--- src/rtl/fifo_word_packer.sv ---
// Byte-to-word packer draining an 8-bit sync FIFO into little-endian words.
// Partial words on FLUSH carry a byte mask; output is a valid/ready port.
module fifo_word_packer #(
  parameter int DATA_W = 8,
  parameter int LANES  = 4,
  parameter int CNT_W  = 16
) (
  input  logic                     CLK,
  input  logic                     RST_N,
  input  logic [DATA_W-1:0]        FIFO_DATA,
  input  logic                     FIFO_EF,
  input  logic                     FIFO_UF,
  output logic                     FIFO_RD_EN,
  input  logic                     FLUSH,
  output logic [DATA_W*LANES-1:0]  WORD_OUT,
  output logic [LANES-1:0]         BYTE_MASK,
  output logic                     WORD_VALID,
  input  logic                     WORD_READY,
  output logic [CNT_W-1:0]         WORD_COUNT,
  output logic                     ERR
);

  localparam int BC_W = $clog2(LANES + 1);
  localparam int LI_W = $clog2(LANES);

  typedef enum logic [1:0] {
    FILL,
    DRAIN,
    EMIT
  } state_e;

  state_e state_q, state_d;
  logic [BC_W-1:0] byte_cnt_q, byte_cnt_d;
  logic [BC_W-1:0] cnt_n, emit_cnt;
  logic rd_pend_q, rd_pend_d;
  logic flush_pend_q, flush_pend_d;
  logic flush_clr, do_emit, rd_en;
  logic [LANES-1:0][DATA_W-1:0] asm_q, asm_d;
  logic [DATA_W*LANES-1:0] word_q, word_d;
  logic [LANES-1:0] mask_q, mask_d;
  logic [LANES:0] mask_w;
  logic valid_q, valid_d;
  logic err_q, err_d;
  logic [CNT_W-1:0] count_q, count_d;

  always_comb begin
    state_d    = state_q;
    byte_cnt_d = byte_cnt_q;
    asm_d      = asm_q;
    word_d     = word_q;
    mask_d     = mask_q;
    valid_d    = valid_q;
    count_d    = count_q;
    flush_clr  = 1'b0;
    do_emit    = 1'b0;
    cnt_n      = byte_cnt_q;
    emit_cnt   = byte_cnt_q;
    mask_w     = '0;
    rd_en = (state_q == FILL) && !FIFO_EF && !flush_pend_q
         && ((byte_cnt_q + BC_W'(rd_pend_q)) < BC_W'(LANES));
    // a pending read outside FILL means a byte arrived with nowhere to go
    err_d = err_q | FIFO_UF | (rd_pend_q && state_q != FILL);
    unique case (state_q)
      FILL: begin
        if (rd_pend_q) begin
          asm_d[byte_cnt_q[LI_W-1:0]] = FIFO_DATA;
          cnt_n = byte_cnt_q + BC_W'(1);
        end
        byte_cnt_d = cnt_n;
        emit_cnt   = cnt_n;
        if (cnt_n == BC_W'(LANES)) begin
          do_emit = 1'b1;
        end else if (flush_pend_q) begin
          if (rd_pend_q) begin
            state_d = DRAIN;
          end else begin
            flush_clr = 1'b1;
            do_emit   = (cnt_n != '0);
          end
        end
      end
      DRAIN: begin
        do_emit   = 1'b1;
        flush_clr = 1'b1;
      end
      EMIT: begin
        if (WORD_READY) begin
          valid_d = 1'b0;
          count_d = count_q + CNT_W'(1);
          state_d = FILL;
        end
      end
      default: state_d = FILL;
    endcase
    if (do_emit) begin
      mask_w     = ((LANES + 1)'(1) << emit_cnt) - (LANES + 1)'(1);
      word_d     = asm_d;
      mask_d     = mask_w[LANES-1:0];
      valid_d    = 1'b1;
      byte_cnt_d = '0;
      asm_d      = '0;
      state_d    = EMIT;
    end
    flush_pend_d = FLUSH | (flush_pend_q & ~flush_clr);
    rd_pend_d    = rd_en;
  end

  always_ff @(posedge CLK) begin
    if (!RST_N) begin
      state_q      <= FILL;
      byte_cnt_q   <= '0;
      rd_pend_q    <= 1'b0;
      flush_pend_q <= 1'b0;
      asm_q        <= '0;
      word_q       <= '0;
      mask_q       <= '0;
      valid_q      <= 1'b0;
      count_q      <= '0;
      err_q        <= 1'b0;
    end else begin
      state_q      <= state_d;
      byte_cnt_q   <= byte_cnt_d;
      rd_pend_q    <= rd_pend_d;
      flush_pend_q <= flush_pend_d;
      asm_q        <= asm_d;
      word_q       <= word_d;
      mask_q       <= mask_d;
      valid_q      <= valid_d;
      count_q      <= count_d;
      err_q        <= err_d;
    end
  end

  assign FIFO_RD_EN = rd_en;
  assign WORD_OUT   = word_q;
  assign BYTE_MASK  = mask_q;
  assign WORD_VALID = valid_q;
  assign WORD_COUNT = count_q;
  assign ERR        = err_q;

endmodule

--- config.mk ---
export PLATFORM = sky130hd
export DESIGN_NAME = fifo_word_packer
export DESIGN_NICKNAME = d
export VERILOG_FILES = /design/src/rtl/fifo_word_packer.sv
export SDC_FILE = /design/constraint.sdc
export NUM_CORES = 1
export LEC_CHECK = 0
export BUFFER_PORTS_ARGS = -buffer_cell sky130_fd_sc_hd__buf_2
export CORE_MARGIN = 2
export CORE_UTILIZATION = 40
export DETAILED_ROUTE_END_ITERATION = 10
export PLACE_DENSITY = 0.62
export SLEW_MARGIN = 20
export SYNTH_ARGS = -nofsm -noshare
export SYNTH_HDL_FRONTEND = slang
export SYNTH_SLANG_ARGS = --single-unit
export TNS_END_PERCENT = 20
--- constraint.sdc ---
create_clock -name CLK -period 2.9 [get_ports CLK]
set_clock_uncertainty 0.1 [all_clocks]
set_input_delay 0.29 -clock CLK [delete_from_list [all_inputs] [get_ports CLK]]
set_output_delay 0.29 -clock CLK [all_outputs]
set_load 0.02 [all_outputs]
==> flow_summary.ini <==
[timing]
worstMarginPinSlew_ns = 0.5363
drv_slew = 0
max_clock_freq_mhz = 405.2
period_minus_slack_ns = 2.468
whs_ns = 0.07896
tns_ns = 0
fin_crit_sh = 0.8511
hold_violations = 0
slew_headroom = 0.6425
setup-violations-final = 0
grt_setup_unrepaired = no

[yosys]
netlist_area_um2 = 3707
synth_adder_area_share = 0.02362
yosys-mux-area-fraction = 0.09484
synth_top_family_by_area = simple AND/OR/NAND/NOR gates
synth.avg_cell_area_um2 = 10.27
yosysWarningCount = 0
synth_top_area_share = 0.5022
synth_xor_xnor_area_share = 0.04252
netlist_instances = 361
synthTopCellsByArea = dfxtp_1 50%, o211a_1 9.4%, mux2i_1 9.2%, nand2_1 4.2%, nor2_1 3.8%
synth.distinct_cells = 37
syn-num-nets = 382
synth_compound_area_frac = 0.1198
yosysSeqAreaShare = 0.5022
synth-simple-area-share = 0.1701
ys_ff_latch = 93
synth.largest_area_cell = dfxtp_1

[finish]
post-route-util = 0.4687
area_growth_pct = 15.15
fillers = 898
regArea_um2 = 1862
multiInputGateArea_um2 = 1683
final_cell_area_um2 = 4269
antenna_cells = 0
drive_gt1_frac = 0.2180
final_common_cell = dfxtp_1
mostFrequentLayoutCells = 93 x dfxtp_1, 68 x buf_2, 41 x nand2_1
nets = 438

[floorplanning]
io_pins = 69
die_width_um = 100.3
rows = 35
dieArea_um2 = 10050
core_um2 = 9109
start_util = 0.4070
dieHeight_um = 100.3

[clocking]
clock_latency_ns = 0.36
ctsResizeCount = 0
cts_buffers = 9
hold_buffers = 0
clk_pin_slew_ns = 0.09
htreeDepth = 3
clock_path_buffers = 2
numClockSinks = 93
post_cts_buffers = 0
tritoncts = done
cts-root-buf = clkbuf_8

[drt]
routed_wl_mm = 7.387
drtIter0Drc = 124
vias = 2637
routedWlPerCell_um = 13.86
drt_first_pass_iters = 6
drc = 0
final_antenna_net_count = 0
viasPerCell = 4.947

[place]
dp_hpwl_mm = 5.037
portBuffers = 68
place.gp.congestion = 0.7970
dpl_cell_area_um2 = 4065

[global_route]
grt_use_met3 = 0.05432
grt_pass1_vias = 2505
grt_max_degree = 58
antenna_found_initial = 0
grt_use_total = 0.1558
grt_util_met1 = 0.1979
met2_usage = 0.2499
grt_pass1_wl_mm = 12.13
busiest_layer = met2
overflow = 0

[power]
vdd_drop_max_uv = 267.6
power.total_w = 0.002609
power_leakage_nw = 2.165
pwr_density_cell_nw_per_um2 = 611.1

[critical_path]
slowest_stage = dfxtp_1
arrival_ns = 2.67
slowest_delay_ns = 0.48
end_kind = flop
cp-start-kind = flop
path_delay_family = simple AND/OR/NAND/NOR gates
path_cells = ha_1, or3_1, a31oi_1, a21oi_4, nand2b_1, buf_4, nor2_1
path_buf_inv = 1
worstPathRequired_ns = 3.10
reg2reg_setup_slack_ns = 0.43
path_max_fanout = 28
path_class = reg2reg

[flow_run]
drv_cap = 0

[worst_hold_path]
hp-class = in2reg

[outcome]
status = complete, no violations
path summary, 6_finish.rpt:
check,from,to,cells past startpoint
min,FLUSH,flush_pend_q$_SDFF_PN0_,3
max reg2reg,rd_pend_q$_SDFF_PN0_,asm_q[10]$_SDFF_PP0_,7
min reg2reg,WORD_COUNT[15]$_SDFFE_PN0P_,WORD_COUNT[15]$_SDFFE_PN0P_,2
max,rd_pend_q$_SDFF_PN0_,asm_q[10]$_SDFF_PP0_,7
worst reg2reg max path, delay by kind of cell (launching register included):
| kind | cells | cell delay [ns] |
|---|---|---|
| simple gates | 3 | 0.81 |
| fa+ha+maj | 1 | 0.34 |
| compound gates | 2 | 0.38 |
| buf+inv | 1 | 0.30 |
| flops | 1 | 0.48 |
cell type report:
class,instances,area share
clock inverters,7,0.01876
well taps,111,0.03253
flip-flops and latches,93,0.4361
inverters,3,0.002638
repair buffers,72,0.08675
multi-input cells,238,0.3942
clock buffers,9,0.02902
synth_stat cells:
cell / count
a21boi_0: 1
a21boi_1: 1
a21oi_1: 4
a31oi_1: 2
a32oi_1: 1
and2_1: 18
and3_1: 2
and3b_1: 1
and4_1: 3
and4bb_2: 1
buf_2: 11
buf_4: 2
buf_6: 5
clkbuf_1: 7
clkbuf_2: 2
dfxtp_1: 93
ha_1: 7
inv_1: 3
mux2_2: 1
mux2i_1: 34
nand2_1: 41
nand2b_1: 2
nand3_1: 4
nand3_4: 1
nand4_1: 5
nor2_1: 38
nor2b_1: 5
nor3_1: 1
nor3b_1: 3
nor4b_1: 1
o211a_1: 35
o21a_1: 2
o21ai_0: 3
o21bai_1: 1
or3_1: 2
xnor2_1: 14
xor2_1: 4
where the power goes:
| group | leakage (nW) | internal [W] | switching [W] |
|---|---|---|---|
| registers | 0.754 | 0.00134 | 0.0000362 |
| logic | 1.31 | 0.000129 | 0.000214 |
| clock network | 0.102 | 0.000411 | 0.000477 |
| total | 2.16 | 0.00188 | 0.000728 |
through the flow:
step | instances | setup slack, ns
2_1_floorplan | 361 | 0.8090
3_3_place_gp | 517 | 0.5559
3_5_place_dp | 517 | 0.4685
4_1_cts | 533 | 0.4374
5_1_grt | 533 | 0.2413
6_report | 533 | 0.4319
registers in the layout (all words and copies together) (netlist names):
name and cells:
asm_q 32, flush_pend_q 1, ERR 1, WORD_OUT 32, byte_cnt_q 3, WORD_VALID 1, WORD_COUNT 16, rd_pend_q 1
BYTE_MASK 4, state_q 2
layer usage:
metal	part of all wire	wire length [um]	vias up
met5	0	0	-
met4	0.0083	61	0
met3	0.041	306	5
met2	0.45	3327	57
met1	0.50	3690	1230
li1	-	-	1345
logic make-up after synthesis:
| logic type | Yosys count |
|---|---|
| DFF | 93 |
| and+or+nand+nor | 128 |
| adders and majority gates | 7 |
| buffers and inverters | 30 |
| AOI/OAI and AO/OA | 50 |
| xor gates and xnor gates | 18 |
| muxes | 35 |
Power figures use the tool's default switching activity.
